==> config.mk <==
export PLATFORM = sky130hd
export DESIGN_NAME = tnn_neuron_seq
export DESIGN_NICKNAME = d
export VERILOG_FILES = /design/src/rtl/tnn_neuron_seq.sv
export SDC_FILE = /design/constraint.sdc
export NUM_CORES = 1
export LEC_CHECK = 0
export CORE_MARGIN = 4
export CORE_UTILIZATION = 38
export CTS_CLUSTER_DIAMETER = 100
export CTS_CLUSTER_SIZE = 20
export DETAILED_ROUTE_END_ITERATION = 16
export PLACE_DENSITY = 0.65
export SETUP_SLACK_MARGIN = 0.15
export SYNTH_ARGS = -nofsm -noshare
export SYNTH_HDL_FRONTEND = slang
export SYNTH_SLANG_ARGS = --single-unit
==> constraint.sdc <==
create_clock -name clk -period 4 [get_ports clk]
set_input_delay 0.6 -clock clk [delete_from_list [all_inputs] [get_ports clk]]
set_output_delay 0.6 -clock clk [all_outputs]
set_load 0.005 [all_outputs]
==> src/rtl/tnn_neuron_seq.sv <==
// tnn_neuron_seq
//   Time-multiplexes one shared combinational TNN neuron core across the NEURONS
//   neurons of a layer. A frame is latched from the layer input buffer. Each neuron's
//   OP_W-bit operand slice is then presented to the core in turn. The 1-bit results
//   are collected into out_bits, which is handed on with a ready/valid handshake.
//
// Optional feature (compile-time macro TNN_SEQ_CORE_REG_EN):
//   When defined, the core is assumed registered. core_out is sampled one cycle after
//   the matching core_in, so issue and capture run as a two-stage pipeline. EVAL then
//   lasts NEURONS+1 cycles.
//
// Ports:
//   clk, rst            clock, asynchronous active-high reset
//   in_valid/in_ready   frame handshake; in_data carries NEURONS operand slices
//   abort               discards a frame still in EVAL
//   core_in/core_out    operand bus to / result from the shared neuron core
//   out_valid/out_ready result handshake; out_bits[k] = result of neuron k
//   busy                high while a frame is in EVAL or DONE
module tnn_neuron_seq #(
   parameter int unsigned NEURONS = 4,
   parameter int unsigned N_IN    = 6,
   parameter int unsigned IN_W    = 3
) (
   input  logic                      clk,
   input  logic                      rst,
   input  logic                      in_valid,
   output logic                      in_ready,
   input  logic [NEURONS*N_IN*IN_W-1:0] in_data,
   input  logic                      abort,
   output logic [N_IN*IN_W-1:0]      core_in,
   input  logic                      core_out,
   output logic                      out_valid,
   input  logic                      out_ready,
   output logic [NEURONS-1:0]        out_bits,
   output logic                      busy
);

   localparam int unsigned OP_W  = N_IN * IN_W;
   localparam int unsigned IDX_W = (NEURONS > 1) ? $clog2(NEURONS) : 1;
   localparam logic [IDX_W-1:0] LAST_IDX = IDX_W'(NEURONS - 1);

   typedef enum logic [1:0] {StIdle, StEval, StDone} state_e;

   state_e                    state_q, state_d;
   logic [NEURONS*OP_W-1:0]   frame_q, frame_d;
   logic [IDX_W-1:0]          idx_q, idx_d;
   logic [NEURONS-1:0]        bits_q, bits_d;
   logic [OP_W-1:0]           slices [NEURONS];

`ifdef TNN_SEQ_CORE_REG_EN
   // issue_q: idx_q still has a slice to present.
   // pend_q:  a result for pidx_q arrives on core_out this cycle.
   logic                      issue_q, issue_d;
   logic                      pend_q, pend_d;
   logic [IDX_W-1:0]          pidx_q, pidx_d;
`endif

   for (genvar k = 0; k < NEURONS; k++) begin : g_slice
      assign slices[k] = frame_q[k*OP_W +: OP_W];
   end

   always_comb begin
      state_d   = state_q;
      frame_d   = frame_q;
      idx_d     = idx_q;
      bits_d    = bits_q;
      in_ready  = 1'b0;
      out_valid = 1'b0;
      busy      = 1'b0;
      core_in   = '0;
`ifdef TNN_SEQ_CORE_REG_EN
      issue_d   = issue_q;
      pend_d    = pend_q;
      pidx_d    = pidx_q;
`endif
      unique case (state_q)
         StIdle: begin
            in_ready = 1'b1;
            if (in_valid) begin
               frame_d = in_data;
               idx_d   = '0;
               bits_d  = '0;
               state_d = StEval;
`ifdef TNN_SEQ_CORE_REG_EN
               issue_d = 1'b1;
               pend_d  = 1'b0;
`endif
            end
         end
         StEval: begin
            busy = 1'b1;
`ifdef TNN_SEQ_CORE_REG_EN
            if (issue_q) begin
               core_in = slices[idx_q];
               pend_d  = 1'b1;
               pidx_d  = idx_q;
               if (idx_q == LAST_IDX) begin
                  issue_d = 1'b0;
               end else begin
                  idx_d = idx_q + 1'b1;
               end
            end else begin
               pend_d = 1'b0;
            end
            if (pend_q) begin
               bits_d[pidx_q] = core_out;
               if (pidx_q == LAST_IDX) begin
                  state_d = StDone;
               end
            end
`else
            core_in        = slices[idx_q];
            bits_d[idx_q]  = core_out;
            if (idx_q == LAST_IDX) begin
               state_d = StDone;
            end else begin
               idx_d = idx_q + 1'b1;
            end
`endif
            // abort wins over completion and squashes any capture in flight.
            if (abort) begin
               state_d = StIdle;
               bits_d  = '0;
               idx_d   = '0;
`ifdef TNN_SEQ_CORE_REG_EN
               issue_d = 1'b0;
               pend_d  = 1'b0;
`endif
            end
         end
         StDone: begin
            busy      = 1'b1;
            out_valid = 1'b1;
            if (out_ready) begin
               state_d = StIdle;
            end
         end
         default: begin
            state_d = StIdle;
         end
      endcase
   end

   always_ff @(posedge clk or posedge rst) begin
      if (rst) begin
         state_q <= StIdle;
         frame_q <= '0;
         idx_q   <= '0;
         bits_q  <= '0;
`ifdef TNN_SEQ_CORE_REG_EN
         issue_q <= 1'b0;
         pend_q  <= 1'b0;
         pidx_q  <= '0;
`endif
      end else begin
         state_q <= state_d;
         frame_q <= frame_d;
         idx_q   <= idx_d;
         bits_q  <= bits_d;
`ifdef TNN_SEQ_CORE_REG_EN
         issue_q <= issue_d;
         pend_q  <= pend_d;
         pidx_q  <= pidx_d;
`endif
      end
   end

   assign out_bits = bits_q;

endmodule

======== Yosys cells after proc, flatten, opt, wreduce, memory -nomap -nowiden ========
Cells that the tools add are included.
operators by class
  $add $sub $neg .......................... 1
  order comparisons ....................... 3
  equal/unequal tests ..................... 7
  muxes and demuxes ....................... 22
  bitwise operators ....................... 1
  reductions and logical operators ........ 8
operators with widths
  cell                                                                count
  two-way mux 18 bit                                                  3
  binary-select mux 18 bit (select 2 bit)                             1
  two-way mux 2 bit                                                   7
  two-way mux 4 bit                                                   2
  one-hot mux 4 bit (2 select lines)                                  1
  != test 3 bit (second input constant)                               2
  one-hot mux 2 bit (3 select lines)                                  1
  AND reduction 3 bit                                                 2
  bitwise mux 4 bit                                                   1
  == test 2 bit (second input constant)                               2
  two-way mux 1 bit                                                   4
  != test 2 bit (second input constant)                               2
  one-hot mux 2 bit (2 select lines)                                  1
  AND reduction 2 bit                                                 2
  greater-or-equal comparator 3 bit (second input constant)           1
  < comparator 2 x 3 -> 1 bit (second input constant)                 1
  inverter 2 -> 3 bit                                                 1
  adder 2 x 1 -> 2 bit (second input constant)                        1
  demux 1 bit (select 2 bit)                                          1
  == test 2 x 1 -> 1 bit (second input constant)                      1
  greater-or-equal comparator 2 x 1 -> 1 bit (second input constant)  1
  zero test 2 bit                                                     1
  nonzero test 2 bit                                                  1
  OR reduction 2 bit                                                  1
  logical AND 1 bit                                                   1
storage, ports and cells
  flip-flop bits (word level) ............. 80
  input bits .............................. 78
  output and inout bits ................... 25
  word-level logic and storage cells ...... 46

======== Logic depth before layout (Yosys ltp) ========
Gate-level depths: netlist (run 1).
  word-level depth ........................ 7
  depth in mapped cells ................... 6
  depth with buffers taken out ............ 5

======== Least setup slack after synthesis (run 1) ========
OpenSTA, ideal clock, no wires.
  path kind ............................... flip-flop to output port
  start ................................... reg idx_q[0]
  end ..................................... out core_in[12]
  data arrival time ....................... 1.293 ns
  data required time ...................... 3.400 ns
  slack ................................... 2.107 ns
  stages on the path, launching flop included .. 4
  buffers on the path ..................... 1
  cell sequence ........................... dfrtp_1 buf_6 mux4_2 and2_1
between the ends
  longest elaborated chain between the ends .. 5
ends and longest elaborated chain
  item                                                   RTL line  RTL
  start: declaration                                     46        logic [IDX_W-1:0] idx_q, idx_d;
  start signal: assignment                               158       idx_q <= idx_d;
  inverter 2 -> 3 bit (not written as such)              112       core_in = slices[idx_q];
  binary-select mux 18 bit (select 2 bit)                112
  two-way mux 18 bit (not written as such) (2 in a row)  112
  two-way mux 18 bit                                     76        unique case (state_q)
  end: declaration                                       30        output logic [N_IN*IN_W-1:0] core_in,
No other way between the ends. The select of a mux whose other input is x is not followed.

======== Worst setup path in the final report (run 1) ========
  start ................................... reg idx_q[0]
  end ..................................... out core_in[14]
The elaborated chain is that of the path after synthesis.

==> metrics.txt, run 1 <==
status complete, no violations; CTS max path bufs 2; Pwr per Cell Area 709 nW/um^2; final hold slack 0.500 ns; Cells after Synth 241; most common cell after layout, fill and taps aside clkdlybuf4s50_1; hold path depth 1; worst-path cell chain mux4_2 > and2_1 > clkdlybuf4s50_1; R2R depth 5; grt total ovfl 0; total CTS buffers 9; H-Tree Level Count 3; Core ar. 9730 sq um; Avg WL per Cell 16.1 um; Root Buffer clkbuf_8; Worst path top cell family by delay flip-flops; # DRC 0; first-pass GRT wire length 12800 um; setup_tns 0 ns; CTS Sinks 80; highest-count cells in the layout ignoring fill and taps clkdlybuf4s50_1, dfrtp_1, mux2_2, and2_1, mux4_2; synthesized cell area 3780 sq um; antenna violations before repair 0; Startpoint Class register; final setup fails 0; Nets 430; Slew Limit Fails 0; DR iter-0 viols 33; Final Hold Viols 0; critical path fanouts, max 24; fin crit share 0.753; Area Growth Syn to Fin 33.7%; Mapped Avg Cell Area 15.7 sq um; Max Cap Viol 0; num ports 103; HPWL after DPL 5480 um; pin count of the biggest net entering global routing 73; Total Routing Usage GR 0.142; Peak VDD IR 259 uV; final std cells w/o fill 480; first-pass iteration count of the detailed router 4; layout cells sized above 1 0.329; Crit. End Element output port; Post-CTS Resized 0; row count 36; HP Class register to register; Die ar. 11600 sq um; number of post-CTS setup repair buffers 0; CTS Hold Bufs 0; Port Buffer Count 102; antenna-violating nets left 0; Starting Density 0.388; YS warnings 0; routed via count 2319; vias in the first global route 2529; Via density 4.83; Die H 108 um; CP Class register to output port; WP data required 3.40 ns; highest clock rate 332 MHz; Worst path max stage delay 0.86 ns; final WL 7710 um; CTS tree done; count of cell types in the netlist 21; DIE WIDTH 108 um; RSZ-0062 raised after global routing no; Slew @ Worst Pin 1.00 ns; Crit path depth 3; Placer Congestion 0.779; Synth Register Bits 80; Worst path slowest cell dfrtp_2; Placed Cells 465; CP arrival 2.41 ns; Final min period 3.01 ns; register area share after synthesis 0.530; worst setup skew after layout 0.0141 ns; CP Buf/Inv Count 1; Mapped Nets 328; worst rel slew slack 0.332; clock latency on the worst-skew pair 0.34 ns; Diodes inserted 0; Static Leak 0.00205 uW; clock input transition at the sequential cells of the worst setup and hold paths 0.07 ns
==> final timing paths <==
path / startpoint / slack (ns) / end
worst max-delay path: idx_q[0]$_DFFE_PP0P_ / 0.99 / core_in[14]
worst min-delay path: frame_q[50]$_DFFE_PP0P_ / 0.50 / frame_q[50]$_DFFE_PP0P_
worst max register to register: state_q[1]$_DFFE_PP0P_ / 1.82 / idx_q[0]$_DFFE_PP0P_
worst min register to register: frame_q[50]$_DFFE_PP0P_ / 0.50 / frame_q[50]$_DFFE_PP0P_
max in group asynchronous: rst / 2.66 / frame_q[7]$_DFFE_PP0P_
min in group asynchronous: rst / 0.56 / frame_q[32]$_DFFE_PP0P_
==> kinds of logic after synthesis <==
logic type               synth area share
AO/OA/AOI/OAI                      0.0225
adder cells (fa/ha/maj)            0.0298
buffers and inverters              0.0384
flip-flops                          0.530
multiplexers                        0.337
AND/OR/NAND/NOR                    0.0418
==> routing by layer <==
| layer | global-route usage | wire length, um | up-vias |
|---|---|---|---|
| met5 | 0 | 0 | - |
| met4 | 0.0352 | 51 | 0 |
| met3 | 0.0420 | 408 | 2 |
| met2 | 0.229 | 3900 | 65 |
| met1 | 0.189 | 3350 | 1179 |
| li1 | - | - | 1073 |
==> sequential cells by signal (all words and copies together), names as in the netlist <==
signal	flops
out_bits	4
frame_q	72
idx_q	2
state_q	2
==> power breakdown <==
part	total (uW)	switching (uW)	leakage [uW]	internal (uW)
logic	1560	492	0.00101	1070
clock network	540	283	0.0000878	257
registers	1480	269	0.000951	1210
==> worst register-to-register path, delay by kind of cell (launching register included) <==
| kind | cells | cell delay (ns) |
|---|---|---|
| simple gates | 1 | 0.29 |
| flops | 1 | 0.38 |
| fa+ha+maj | 1 | 0.65 |
| buf+inv | 1 | 0.12 |
| compound gates | 1 | 0.35 |
| mux | 1 | 0.27 |
==> final cells by class <==
type                       count  area [sq um]
tap                          133           166
inverter                       7          27.5
sequential                    80          2000
clock buffer                  11           151
clock inverter                 4          28.8
multi-input combinational    141          1630
fill                         871          4680
timing repair buffer         104          1040
==> per-stage QoR <==
step                instance area [sq um]   util  setup WS [ns]  total power (uW)
floorplan                            3780      -           1.35              2550
global placement                     4870  0.500           1.29              3040
detailed placement                   4870  0.500           1.27              3090
CTS                                  5050  0.519          0.896              3650
global route                         5050  0.519          0.778              3870
finish                               5050  0.519          0.987              3580
==> Yosys cell counts <==
library cell  instances  area, sq um
o21a_1                1         7.51
nand2b_1              3         18.8
clkbuf_1              2         7.51
buf_6                 9          101
mux2i_1               2         20.0
dfrtp_1              80         2000
buf_2                 2         10.0
nand2_1               1         3.75
o21ai_0               4         20.0
mux2_2               75          845
mux4_1                1         26.3
and3_1                1         6.26
mux4_2               17          383
o221a_2               2         22.5
nor2b_1               1         6.26
nand2_2               1         6.26
inv_1                 7         26.3
ha_1                  9          113
a22o_1                4         35.0
and2_1               18          113
nor2_1                1         3.75
No activity file was read; power rests on OpenSTA's default activity.
==> run 2, diff against run 1 <==
Settings changed: PLACE_DENSITY 0.65 to 0.68.
Clock period 4 ns to 2.6 ns, I/O delays scaled along.
==> metrics.txt, run 2 (synthesis results as in run 1) <==
fin crit share 0.898; CTS Sinks 80 (unchanged); Static Leak 0.00237 uW (was 0.00205 uW); antenna violations before repair 0 (unchanged); CP Class register to output port (unchanged); Final Hold Viols 0 (unchanged); Max Cap Viol 0 (unchanged); Nets 450 (was 430); status complete, no violations (unchanged); Peak VDD IR 377 uV (was 259 uV); CP arrival 1.95 ns (was 2.41 ns); worst rel slew slack 0.581 (was 0.332); register area 2000 sq um (unchanged); R2R depth 5 (unchanged); Placed Cells 474 (was 465); FF-to-FF Start state_q[0]$_DFFE_PP0P_ (was state_q[1]$_DFFE_PP0P_); Diodes inserted 0 (unchanged); final WL 7970 um (was 7710 um); multi-input logic area 1650 sq um (was 1630 sq um); Worst path max stage delay 0.48 ns (was 0.86 ns); critical path fanouts, max 5 (was 24); Placer Congestion 0.780 (was 0.779); WP data required 2.21 ns (was 3.40 ns); Via density 4.83 (about the same); HPWL after DPL 5760 um (was 5480 um); reg-to-reg endpoint frame_q[11]$_DFFE_PP0P_ (was idx_q[0]$_DFFE_PP0P_); final setup fails 0 (unchanged); most common cell after layout, fill and taps aside clkdlybuf4s50_1 (unchanged); vias in the first global route 2608 (was 2529); RSZ-0062 raised after global routing no (unchanged); row count 36 (unchanged); Slew @ Worst Pin 0.628 ns (was 1.00 ns); H-Tree Level Count 3 (unchanged); max FFs per register 72 (unchanged); fill count 870 (was 871); total CTS buffers 9 (unchanged); Avg WL per Cell 15.9 um (was 16.1 um); final std cells w/o fill 501 (was 480); Die H 108 um (unchanged); grt total ovfl 0 (unchanged); Core ar. 9730 sq um (unchanged); highest clock rate 428 MHz; highest-count cells in the layout ignoring fill and taps clkdlybuf4s50_1, dfrtp_1, mux2_2, and2_1, mux4_2 (unchanged); DIE WIDTH 108 um (unchanged); Startpoint Class register (unchanged); first-pass GRT wire length 12600 um (was 12800 um); # DRC 0 (unchanged); layout cells sized above 1 0.364 (was 0.329); first-pass iteration count of the detailed router 4 (unchanged); Worst path slowest cell mux4_2 (was dfrtp_2); Slew Limit Fails 0 (unchanged); routed via count 2421 (was 2319); DR iter-0 viols 46 (was 33); CTS max path bufs 2 (unchanged); Biggest register frame_q (unchanged); clock latency on the worst-skew pair 0.34 ns (about the same); num ports 103 (unchanged); CTS tree done (unchanged); Area Growth Syn to Fin 40.8% (was 33.7%); worst-path cell chain buf_6 > buf_4 > mux4_2 > and2_1 > dlygate4sd2_1 (was mux4_2 > and2_1 > clkdlybuf4s50_1); clock input transition at the sequential cells of the worst setup and hold paths 0.08 ns (was 0.07 ns); Final min period 2.34 ns; Total Routing Usage GR 0.141 (was 0.142); Die ar. 11600 sq um (unchanged); pin count of the biggest net entering global routing 41 (was 73); Crit. End Element output port (unchanged); setup_tns 0 ns (unchanged); HP Class primary input to asynchronous set/reset pin (was register to register); Pwr per Cell Area 1120 nW/um^2 (was 709 nW/um^2); Root Buffer clkbuf_8 (unchanged); register-to-register setup slack 0.67 ns (was 1.82 ns); antenna-violating nets left 0 (unchanged); worst setup skew after layout 0.00828 ns (was 0.0141 ns); Port Buffer Count 102 (unchanged); Starting Density 0.388 (unchanged)
-- run 2: cell types whose count changed in the layout (fill, tap and decap cells not counted), sizes merged --
cell           previous run  this run
bufinv                    0         3
clkinvlp                  2         0
dlymetal6s2s              0         9
dlygate4sd2               0         9
clkdlybuf4s50           102        84
buf                       2        22
-- run 2: stage by stage --
step	power, uW	hold WS (ns)	setup slack (ns)	area [sq um]	utilization
final	5950	0.433	0.264	5320	0.546
after global routing	6350	0.484	0.157	5320	0.546
after CTS	5990	0.439	0.139	5240	0.538
after detailed placement	4860	0.487	0.258	4960	0.510
after global placement	4790	0.483	0.264	4960	0.510
after floorplan	3920	0.470	0.158	3780	-
-- run 2: area by class of cell --
cell class | instances | share of cell area
clock inverters | 5 | 0.0195
repair buffers | 124 | 0.233
well taps | 133 | 0.0313
inverters | 7 | 0.00518
flip-flops and latches | 80 | 0.377
clock buffers | 11 | 0.0247
multi-input cells | 141 | 0.310
-- run 2: metal layers --
metal / up-vias / GRT usage / wire length [um]
li1: 1124 / - / -
met1: 1220 / 0.180 / 3500
met2: 69 / 0.234 / 3890
met3: 8 / 0.0450 / 490
met4: 0 / 0.0370 / 89
met5: - / 0 / 0
-- run 2: worst max path at each step --
stage                                     from                      to  slack, ns  depth (start not counted)
after global placement    idx_q[0]$_DFFE_PP0P_             core_in[11]       0.26                          4
after detailed placement  idx_q[0]$_DFFE_PP0P_             core_in[11]       0.26                          4
final                     idx_q[0]$_DFFE_PP0P_              core_in[9]       0.26                          5
after CTS                 idx_q[0]$_DFFE_PP0P_             core_in[12]       0.14                          4
after global routing      idx_q[0]$_DFFE_PP0P_              core_in[9]       0.16                          5
after floorplan                            rst  frame_q[0]$_DFFE_PP0P_       0.16                          1
-- run 2: critical path: cells and delay by family (launching register included) --
family	cells	cell delay [ns]
buffers and inverters	3	0.53
flip-flops	1	0.43
multiplexers	1	0.48
AND/OR/NAND/NOR	1	0.17
-- run 2: report_power, final --
group	internal (uW)	total (uW)	switching (uW)	leakage [uW]
registers	1860	2180	316	0.000951
clock network	641	1080	438	0.000118
logic	1770	2690	917	0.00130
-- run 2: repair_timing --
item | in CTS | in global routing
setup endpoints to repair | 18 | 10
gates cloned | 0 | 0
buffers inserted | 5 | 6
hold endpoints to repair | 0 | 0
hold buffers | 0 | 0
resized for setup | 15 | 10
==> run 3, diff against run 2 <==
Settings changed: CAP_MARGIN from default to 20, PLACE_DENSITY 0.68 to 0.72.
Clock period 2.6 ns to 1.95 ns, I/O delays scaled along.
==> metrics.txt, run 3 (synthesis results as in run 1) <==
row count 36 (unchanged); layout cells sized above 1 0.486 (was 0.364); failing checks setup timing; clock network power share 0.148 (was 0.181); switching power 2420 uW (was 1670 uW); power share of the combinational group 0.516 (was 0.452); sequential power share 0.337 (was 0.366); Final Worst Setup Slack -0.162 ns (was 0.264 ns); HPWL after DPL 5630 um (was 5760 um); routed via count 2375 (was 2421); highest clock rate 474 MHz; WP data required 1.66 ns (was 2.21 ns); FF-to-FF Start idx_q[0]$_DFFE_PP0P_ (was state_q[0]$_DFFE_PP0P_); Core ar. 9730 sq um (unchanged); CTS max path bufs 2 (unchanged); worst rel slew slack 0.724 (was 0.581); critical path fanouts, max 5 (unchanged); Total Routing Usage GR 0.147 (was 0.141); clock input transition at the sequential cells of the worst setup and hold paths 0.07 ns (was 0.08 ns); Max Cap Viol 0 (unchanged); vias in the first global route 2680 (was 2608); register-to-register setup slack 0.21 ns (was 0.67 ns); Net Sw Frac 0.281 (about the same); fin crit share 1.08; CP Class register to output port (unchanged); Nets 455 (was 450); reg-to-reg endpoint state_q[0]$_DFFE_PP0P_ (was frame_q[11]$_DFFE_PP0P_); Startpoint Class register (unchanged); Starting Density 0.388 (unchanged); Peak VDD IR 651 uV (was 377 uV); internal power 6180 uW (was 4280 uW); highest-count cells in the layout ignoring fill and taps clkdlybuf4s50_1, dfrtp_1, mux2_2, buf_6 (was clkdlybuf4s50_1, dfrtp_1, mux2_2, and2_1, mux4_2); antenna violations before repair 0 (unchanged); DIE WIDTH 108 um (unchanged); H-Tree Level Count 3 (unchanged); # DRC 0 (unchanged); Slew Limit Fails 0 (unchanged); setup_tns -2.51 ns (was 0 ns); most common cell after layout, fill and taps aside clkdlybuf4s50_1 (unchanged); antenna-violating nets left 0 (unchanged); final WL 8070 um (was 7970 um); pin count of the biggest net entering global routing 81 (was 41); Die H 108 um (unchanged); Pwr per Cell Area 1550 nW/um^2 (was 1120 nW/um^2); R2R depth 7 (was 5); Biggest register frame_q (unchanged); clock latency on the worst-skew pair 0.35 ns (was 0.34 ns); routing usage on met1 0.194 (was 0.180); Area Growth Syn to Fin 46.6% (was 40.8%); total CTS buffers 9 (unchanged); first-pass iteration count of the detailed router 4 (unchanged); Avg WL per Cell 16.0 um (was 15.9 um); Die ar. 11600 sq um (unchanged); max FFs per register 72 (unchanged); Via density 4.72 (was 4.83); Port Buffer Count 102 (unchanged); Placement Setup Slack -0.115 ns (was 0.258 ns); CTS tree done (unchanged); CTS Hold Bufs 0 (unchanged); worst setup skew after layout 0.0112 ns (was 0.00828 ns); Final Hold Viols 0 (unchanged); CP arrival 1.82 ns (was 1.95 ns); Final min period 2.11 ns; Static Leak 0.00233 uW (was 0.00237 uW); status finished with violations (was complete, no violations); final setup fails 18 (was 0); HP Class primary input to asynchronous set/reset pin (unchanged); met3 global-route usage 0.0420 (was 0.0450); DR iter-0 viols 55 (was 46); Diodes inserted 0 (unchanged); GRT met2 Usage 0.236 (was 0.234); grt total ovfl 0 (unchanged); Root Buffer clkbuf_8 (unchanged); first-pass GRT wire length 13100 um (was 12600 um); num ports 103 (unchanged); busiest grt layer met2 (unchanged); Placer Congestion 0.732 (was 0.780); RSZ-0062 raised after global routing yes (was no); CTS Sinks 80 (unchanged); Slew @ Worst Pin 0.414 ns (was 0.628 ns); Crit. End Element output port (unchanged)
==> run 3: cell count changes in the layout (fill, tap and decap cells not counted), moves of 3 or more <==
cell,delta
dlygate4sd2_1,-7
and2_1,-18
inv_2,+3
dlymetal6s2s_1,-8
buf_12,+6
buf_4,-7
and2_4,+18
clkdlybuf4s50_1,-3
buf_6,+22
inv_1,-3
==> run 3: metrics by stage <==
step | hold slack, ns | total power [uW] | cell area (sq um) | utilization | std cells
6_report | 0.418 | 8600 | 5540 | 0.569 | 503
2_1_floorplan | 0.443 | 5220 | 3780 | - | 241
3_3_place_gp | 0.480 | 6500 | 5020 | 0.516 | 474
4_1_cts | 0.424 | 8500 | 5440 | 0.559 | 501
5_1_grt | 0.458 | 9180 | 5540 | 0.569 | 503
3_5_place_dp | 0.488 | 6600 | 5020 | 0.516 | 474
==> run 3: final cells by class <==
class                      instances  area (sq um)
fill                             812          4190
timing repair buffer             129          1420
inverter                           7          30.0
sequential                        80          2000
tap                              133           166
multi-input combinational        141          1720
clock inverter                     4          72.6
clock buffer                       9           124
==> run 3: critical path: stages, from the launching register on <==
cell	delay, ns
dfrtp_2	0.40
buf_6	0.10
buf_6	0.11
buf_12	0.12
mux4_2	0.49
and2_4	0.15
buf_6	0.11
==> run 3: repair_timing <==
| item | in CTS | in global routing |
|---|---|---|
| cloned | 2 | 0 |
| setup endpoints to repair | 21 | 21 |
| pin swaps | 20 | 1 |
| setup buffers | 12 | 2 |
| resized for setup | 117 | 17 |
==> run 3: worst max path at each step <==
stage,start,to,slack [ns]
final,idx_q[0]$_DFFE_PP0P_,core_in[10],-0.16
after global routing,idx_q[0]$_DFFE_PP0P_,core_in[11],-0.25
after CTS,idx_q[0]$_DFFE_PP0P_,core_in[10],-0.19
after detailed placement,idx_q[0]$_DFFE_PP0P_,core_in[17],-0.11
after global placement,idx_q[0]$_DFFE_PP0P_,core_in[17],-0.08
after floorplan,idx_q[0]$_DFFE_PP0P_,core_in[12],0.36
==> run 3: layer usage <==
layer | share of wire | vias to the layer above | wire, um
met5 | 0 | - | 0
met2 | 0.47 | 65 | 3830
met4 | 0.014 | 0 | 116
met1 | 0.45 | 1182 | 3630
li1 | - | 1118 | -
met3 | 0.061 | 10 | 489
==> run 3: power groups by stage <==
stage | Sequential [uW] | Clock (uW) | Combinational [uW]
floorplan | 2780 | 0 | 2450
global placement | 2890 | 0 | 3610
detailed placement | 2930 | 0 | 3670
CTS | 2900 | 1310 | 4280
global route | 3000 | 1380 | 4800
finish | 2900 | 1270 | 4440
